### src/rtl/reg_access_ctrl.sv
// reg_access_ctrl: one-at-a-time command -> register-block request/ack bridge with timeout.
// Ports:
//   clk, reset_L                        clock, async active-low reset
//   cmd_valid/cmd_ready                 command handshake
//   cmd_rd_wr, cmd_addr, cmd_wdata      command fields (1 = read)
//   req, rd_wr, addr, write_val         request pulse + held command to register block
//   ack, read_val                       completion pulse + read data from register block
//   rsp_valid/rsp_ready                 response handshake
//   rsp_rdata, rsp_timeout              response payload
//   stray_ack                           sticky: ack seen with no transaction waiting
module reg_access_ctrl #(
    parameter int unsigned TIMEOUT_CYC = 16
) (
    input  logic        clk,
    input  logic        reset_L,
    input  logic        cmd_valid,
    output logic        cmd_ready,
    input  logic        cmd_rd_wr,
    input  logic [3:0]  cmd_addr,
    input  logic [31:0] cmd_wdata,
    output logic        req,
    output logic        rd_wr,
    output logic [3:0]  addr,
    output logic [31:0] write_val,
    input  logic        ack,
    input  logic [31:0] read_val,
    output logic        rsp_valid,
    input  logic        rsp_ready,
    output logic [31:0] rsp_rdata,
    output logic        rsp_timeout,
    output logic        stray_ack
);
    typedef enum logic [1:0] {IDLE, REQ, WAIT, RSP} state_t;
    localparam logic [7:0] LAST = 8'(TIMEOUT_CYC - 1);
    state_t      state_q;
    logic [7:0]  cnt_q;
    logic        cmd_ready_q, req_q, rd_wr_q, rsp_valid_q, rsp_timeout_q, stray_q;
    logic [3:0]  addr_q;
    logic [31:0] write_val_q, rsp_rdata_q;
    assign cmd_ready   = cmd_ready_q;
    assign req         = req_q;
    assign rd_wr       = rd_wr_q;
    assign addr        = addr_q;
    assign write_val   = write_val_q;
    assign rsp_valid   = rsp_valid_q;
    assign rsp_rdata   = rsp_rdata_q;
    assign rsp_timeout = rsp_timeout_q;
    assign stray_ack   = stray_q;
    // cmd_ready is registered so it stays low until the first edge after reset release
    always_ff @(posedge clk or negedge reset_L) begin
        if (!reset_L) begin
            state_q       <= IDLE;
            cnt_q         <= '0;
            cmd_ready_q   <= 1'b0;
            req_q         <= 1'b0;
            rd_wr_q       <= 1'b0;
            addr_q        <= '0;
            write_val_q   <= '0;
            rsp_valid_q   <= 1'b0;
            rsp_rdata_q   <= '0;
            rsp_timeout_q <= 1'b0;
            stray_q       <= 1'b0;
        end else begin
            req_q <= 1'b0;
            if (ack && (state_q == IDLE || state_q == RSP))
                stray_q <= 1'b1;
            case (state_q)
                IDLE: begin
                    cmd_ready_q <= 1'b1;
                    if (cmd_valid && cmd_ready_q) begin
                        rd_wr_q     <= cmd_rd_wr;
                        addr_q      <= cmd_addr;
                        write_val_q <= cmd_wdata;
                        req_q       <= 1'b1;
                        cmd_ready_q <= 1'b0;
                        state_q     <= REQ;
                    end
                end
                REQ, WAIT: begin
                    if (ack) begin
                        rsp_rdata_q   <= rd_wr_q ? read_val : 32'h0;
                        rsp_timeout_q <= 1'b0;
                        rsp_valid_q   <= 1'b1;
                        state_q       <= RSP;
                    end else if (state_q == REQ) begin
                        cnt_q   <= '0;
                        state_q <= WAIT;
                    end else if (cnt_q == LAST) begin
                        rsp_rdata_q   <= 32'h0;
                        rsp_timeout_q <= 1'b1;
                        rsp_valid_q   <= 1'b1;
                        state_q       <= RSP;
                    end else begin
                        cnt_q <= cnt_q + {7'b0, cnt_q != 8'hFF};
                    end
                end
                RSP: begin
                    if (rsp_ready) begin
                        rsp_valid_q <= 1'b0;
                        cmd_ready_q <= 1'b1;
                        state_q     <= IDLE;
                    end
                end
                default: state_q <= IDLE;
            endcase
        end
    end
endmodule
### config.mk
export PLATFORM = sky130hd
export DESIGN_NAME = reg_access_ctrl
export DESIGN_NICKNAME = d
export VERILOG_FILES = /design/src/rtl/reg_access_ctrl.sv
export SDC_FILE = /design/constraint.sdc
export NUM_CORES = 1
export LEC_CHECK = 0
export CAP_MARGIN = 20
export CORE_ASPECT_RATIO = 1.5
export CORE_MARGIN = 5
export CORE_UTILIZATION = 30
export DETAILED_ROUTE_END_ITERATION = 6
export PLACE_DENSITY_LB_ADDON = 0.1
export SYNTH_ARGS = -nofsm -noshare
export SYNTH_HDL_FRONTEND = slang
export SYNTH_SLANG_ARGS = --single-unit
export TNS_END_PERCENT = 50
### constraint.sdc
create_clock -name clk -period 2.4 [get_ports clk]
set_clock_uncertainty 0.15 [all_clocks]
set_input_delay 0.48 -clock clk [delete_from_list [all_inputs] [get_ports clk]]
set_output_delay 0.48 -clock clk [all_outputs]
set_load 0.01 [all_outputs]
Yosys cells after proc, flatten, opt, wreduce, memory -nomap -nowiden
Index checks and enable logic that the tools add are counted.
Operators by class
  add/subtract/negate cells: 1
  eq/ne operators: 12
  multiplexer cells: 23
  bitwise logic cells: 1
  reduce and logical (&&, ||, !) cells: 14
Operator list (count)
  32-bit two-way mux: 4
  8-bit two-way mux: 2
  2-bit two-way mux: 5
  1-bit two-way mux: 9
  3-bit AND reduction: 3
  8-bit by 1-bit adder with 8-bit output: 1
  8-bit by 4-bit equality test with 1-bit output, second input constant: 1
  8-bit != test, second input constant: 1
  2-bit != test, second input constant: 3
  3-bit != test, second input constant: 2
  2-bit one-hot mux with 3 select lines: 1
  2-bit nonzero test: 3
  2-bit equality test, second input constant: 2
  4-bit != test, second input constant: 1
  1-bit one-hot mux with 2 select lines: 2
  2-bit AND reduction: 2
  4-bit AND reduction: 1
  2-bit by 1-bit equality test with 1-bit output, second input constant: 1
  1-bit logical AND: 2
  2-bit logical NOT: 1
  2-bit by 1-bit != test with 1-bit output, second input constant: 1
  2-bit OR reduction: 1
  1-bit logical OR: 1
  1-bit NOT: 1
Storage, ports and cells
  register bits: 84
  input bits: 74
  logic and storage cells: 62

Longest topological paths before layout
Gate-level depths: netlist (run 1).
  depth after elaboration: 5
  gate-level depth with buffers: 9
  mapped depth without buffers: 8

Worst setup path after synthesis (run 1)
No wires, ideal clock.
  kind: reg-to-reg
  from: register cnt_q[4]
  to: register state_q[0]
  library setup time: 125 ps
  arrival: 1771 ps
  data required time: 2125 ps
  path slack: 355 ps
  cell stages (with the launch flop): 6
  buffers on the path: 1
  cells stage by stage: dfrtp_1 -> or4_4 -> o211a_1 -> buf_6 -> nor2b_2 -> mux2_2
Between the ends
  cells in the longest elaborated chain, start to end: 3
Ends and longest elaborated chain
  start: declaration: RTL line 36  | logic [7:0] cnt_q;
  start signal: assignment: RTL line 94  | cnt_q <= cnt_q + {7'b0, cnt_q != 8'hFF};
  8-bit by 4-bit equality test with 1-bit output: RTL line 88  | end else if (cnt_q == LAST) begin
  4-bit != test (no source line)
  3-bit AND reduction (no source line)
  end signal: assignment: RTL line 84  | state_q <= RSP;
  end signal: assignment: RTL line 87  | state_q <= WAIT;
  end signal: assignment: RTL line 92  | state_q <= RSP;
  end: declaration: RTL line 35  | state_t state_q;
Every way passes these cells.
A chain may end at the register's enable or synchronous reset.

Worst setup path after layout (run 1)
Same ends and word-level chain as after synthesis.

==> summary.md, run 1 <==
| Metric | Value |
|---|---|
| DRC viols | `0` |
| Fillers | `998` |
| Congestion Overflow GR | `0` |
| PortBufs | `147` |
| Final WS setup | `0.237 ns` |
| Largest net degree at the start of global routing | `43` |
| Vias | `2553` |
| Avg Cell Area, Syn | `13.8 sq um` |
| Avg WL per Cell | `16.9 um` |
| H-Tree Level Count | `3` |
| Slew Limit Fails | `0` |
| Final Hold Viols | `2` |
| Die Area | `0.0133 sq mm` |
| Top FF cell, synth | `dfrtp_1` |
| Final core occ | `48.3%` |
| Final antenna-violating net count | `0` |
| Total track usage | `14.5%` |
| Total power draw | `6.66 mW` |
| CP Capture Type | `flip-flop` |
| TNS Setup | `0 ns` |
| Placed wire-length estimate | `6720 um` |
| Pwr Density | `1260 mW/mm^2` |
| Final Setup Violations | `0` |
| Area of the multi-input gates | `0.00114 sq mm` |
| GPL Wtd Cong | `0.723` |
| CP Class | `reg -> reg` |
| Post-synth cell types | `33` |
| Startpoint types | `flip-flop` |
| Post-synth EDFFs | `0` |
| Initial Utilization | `30.4%` |
| Synth warn | `0` |
| Register area share after synthesis | `63.3%` |
| Cells on worst reg2reg path | `4` |
| Worst slew margin | `60.6%` |
| RSZ-0062 raised after global routing | `no` |
| Share of cells above drive strength 1 | `17.4%` |
| Clock Pin Slew Worst Setup and Hold Paths | `0.06 ns` |
| Max Cap Viol | `0` |
| Final nets | `471` |
| Crit path required time | `2.46 ns` |
| Placeable Area | `0.0109 sq mm` |
| Worst hold slack | `-0.00519 ns` |
| TritonRoute pass-1 iters | `4` |
| # diodes | `0` |
| Initial antenna violation count | `0` |
| Postcts setup bufs | `0` |
| Pre-CTS WS | `0.263 ns` |
| Most frequent cells in the layout | `clkdlybuf4s50_1, dfrtp_1, mux2_2` |
| Worst Tran Pin Value | `0.591 ns` |
| Leakage power | `2.30 nW` |
| Worst skew pair latency | `0.33 ns` |
| Fraction of registers with async set/reset | `100%` |
| Fmax | `0.462 GHz` |
| Outcome | `complete, but fails checks` |
| Sink Count | `84` |
| Period minus WS final | `2.16 ns` |
| Vias in the first global route | `2759` |
| Clock Path Buffers | `2` |
| CTS tree | `built` |
| Vias per std cell | `4.69` |
| Die Span X | `95.9 um` |
| DR iter-0 viols | `65` |
| Die height | `139 um` |
| Synth Net Count | `319` |
| I/O pin total | `148` |
| Register area | `0.00210 sq mm` |
| Non-Filler Instances | `544` |
| Global-route wire length before repair | `14800 um` |
| Crit path DAT | `2.22 ns` |
| #FFs+latches synth | `84` |
| Number of gates resized after CTS | `0` |
| Part of the cycle the worst path needs | `90.1%` |
| Failing checks | `negative hold slack` |
| Post-Synthesis Cells | `240` |
| Placed cells | `528` |
| Min-Delay Path Class | `in -> async` |
| Site Rows | `47` |
| Synth-to-Final Area Change | `59.2%` |
| Root Driver | `clkbuf_16` |
| Hold_buf cts | `0` |
| Final wirelength | `9180 um` |
| Peak VDD IR | `0.580 mV` |
| Most common cell after layout, fill and taps aside | `clkdlybuf4s50_1` |
| Post-Syn Area | `0.00332 sq mm` |
| CP max FO | `10` |
| Clock buffer count from CTS | `9` |
layout make-up:
| type | count | area share (%) |
|---|---|---|
| Clock buffer | 10 | 4.52 |
| Sequential cell | 84 | 39.8 |
| Multi-Input combinational cell | 136 | 21.6 |
| Inverter | 5 | 0.355 |
| Timing Repair Buffer | 156 | 29.5 |
| Tap cell | 147 | 3.48 |
| Clock inverter | 6 | 0.757 |
flip-flops by register name (all words and copies together), names as in the netlist:
signal	flops
rsp_timeout	1
rsp_rdata	32
rsp_valid	1
state_q	2
addr	4
cmd_ready	1
write_val	32
rd_wr	1
cnt_q	8
req	1
stray_ack	1
synthesized netlist by cell type, types with 2 or more instances:
| cell | n | area, sq um |
|---|---|---|
| inv_1 | 5 | 18.8 |
| dfrtp_1 | 84 | 2100 |
| a21oi_1 | 8 | 40.0 |
| nor2_1 | 5 | 18.8 |
| a31oi_1 | 3 | 18.8 |
| buf_1 | 2 | 7.51 |
| and3_1 | 4 | 25.0 |
| nand3_1 | 3 | 15.0 |
| ha_1 | 5 | 62.6 |
| nor2b_1 | 3 | 18.8 |
| nand4_1 | 2 | 12.5 |
| buf_2 | 3 | 15.0 |
| nand2_1 | 10 | 37.5 |
| clkbuf_1 | 9 | 33.8 |
| o21ai_0 | 7 | 35.0 |
| mux2_2 | 38 | 428 |
| o21a_1 | 2 | 15.0 |
| a22o_1 | 32 | 280 |
kinds of logic after synthesis:
| group | after synthesis | share of synthesized area, % |
|---|---|---|
| DFF | 84 | 63.3 |
| AOI/OAI and AO/OA | 61 | 13.9 |
| muxes | 38 | 12.9 |
| adders and majority gates | 5 | 1.88 |
| and+or+nand+nor | 32 | 5.39 |
| buffers and inverters | 20 | 2.60 |
final timing paths:
| kind | startpoint | end | slack, ns |
|---|---|---|---|
| max reg2reg | cnt_q[4]$_DFFE_PN0P_ | state_q[0]$_DFFE_PN0P_ | 0.24 |
| max in group asynchronous | reset_L | rsp_rdata[26]$_DFFE_PN0P_ | 1.44 |
| min | reset_L | rsp_rdata[12]$_DFFE_PN0P_ | -0.005 |
| min in group clk | stray_ack$_DFFE_PN0P_ | stray_ack$_DFFE_PN0P_ | 0.31 |
| min reg2reg | stray_ack$_DFFE_PN0P_ | stray_ack$_DFFE_PN0P_ | 0.31 |
| max | cnt_q[4]$_DFFE_PN0P_ | state_q[0]$_DFFE_PN0P_ | 0.24 |
power by group:
part / total [mW] / internal, mW / switching [mW]
combinational: 2.99 / 1.76 / 1.22
sequential: 2.39 / 2.04 / 0.349
clock: 1.28 / 0.725 / 0.559
per-layer routing:
| layer | GRT usage [%] | up-vias | share of wire, % |
|---|---|---|---|
| li1 | - | 1176 | - |
| met1 | 16.6 | 1284 | 37 |
| met2 | 24.1 | 78 | 54 |
| met3 | 5.05 | 15 | 6.1 |
| met4 | 6.22 | 0 | 2.6 |
| met5 | 0 | - | 0 |
stage by stage:
step / area (sq um) / hold slack (ns)
final: 5290 / -0.00519
after CTS: 5290 / 0.0186
after global placement: 5010 / 0.295
after global routing: 5290 / 0.0392
after detailed placement: 5010 / 0.302
after floorplan: 3320 / 0.0344
worst max-delay path: stages (launching register included):
cell and delay [ns]:
dfrtp_1 0.45, or4_4 0.58, o211a_1 0.35, nor2b_2 0.18, mux2_2 0.34
No activity file was read; power rests on OpenSTA's default activity.
==> run 2: changes to the inputs <==
GPL_ROUTABILITY_DRIVEN = 0   (was unset)
SKIP_CTS_REPAIR_TIMING = 1   (was unset)
==> results of run 2 <==
The final DEF is identical to that of run 1; final timing and power are the same.
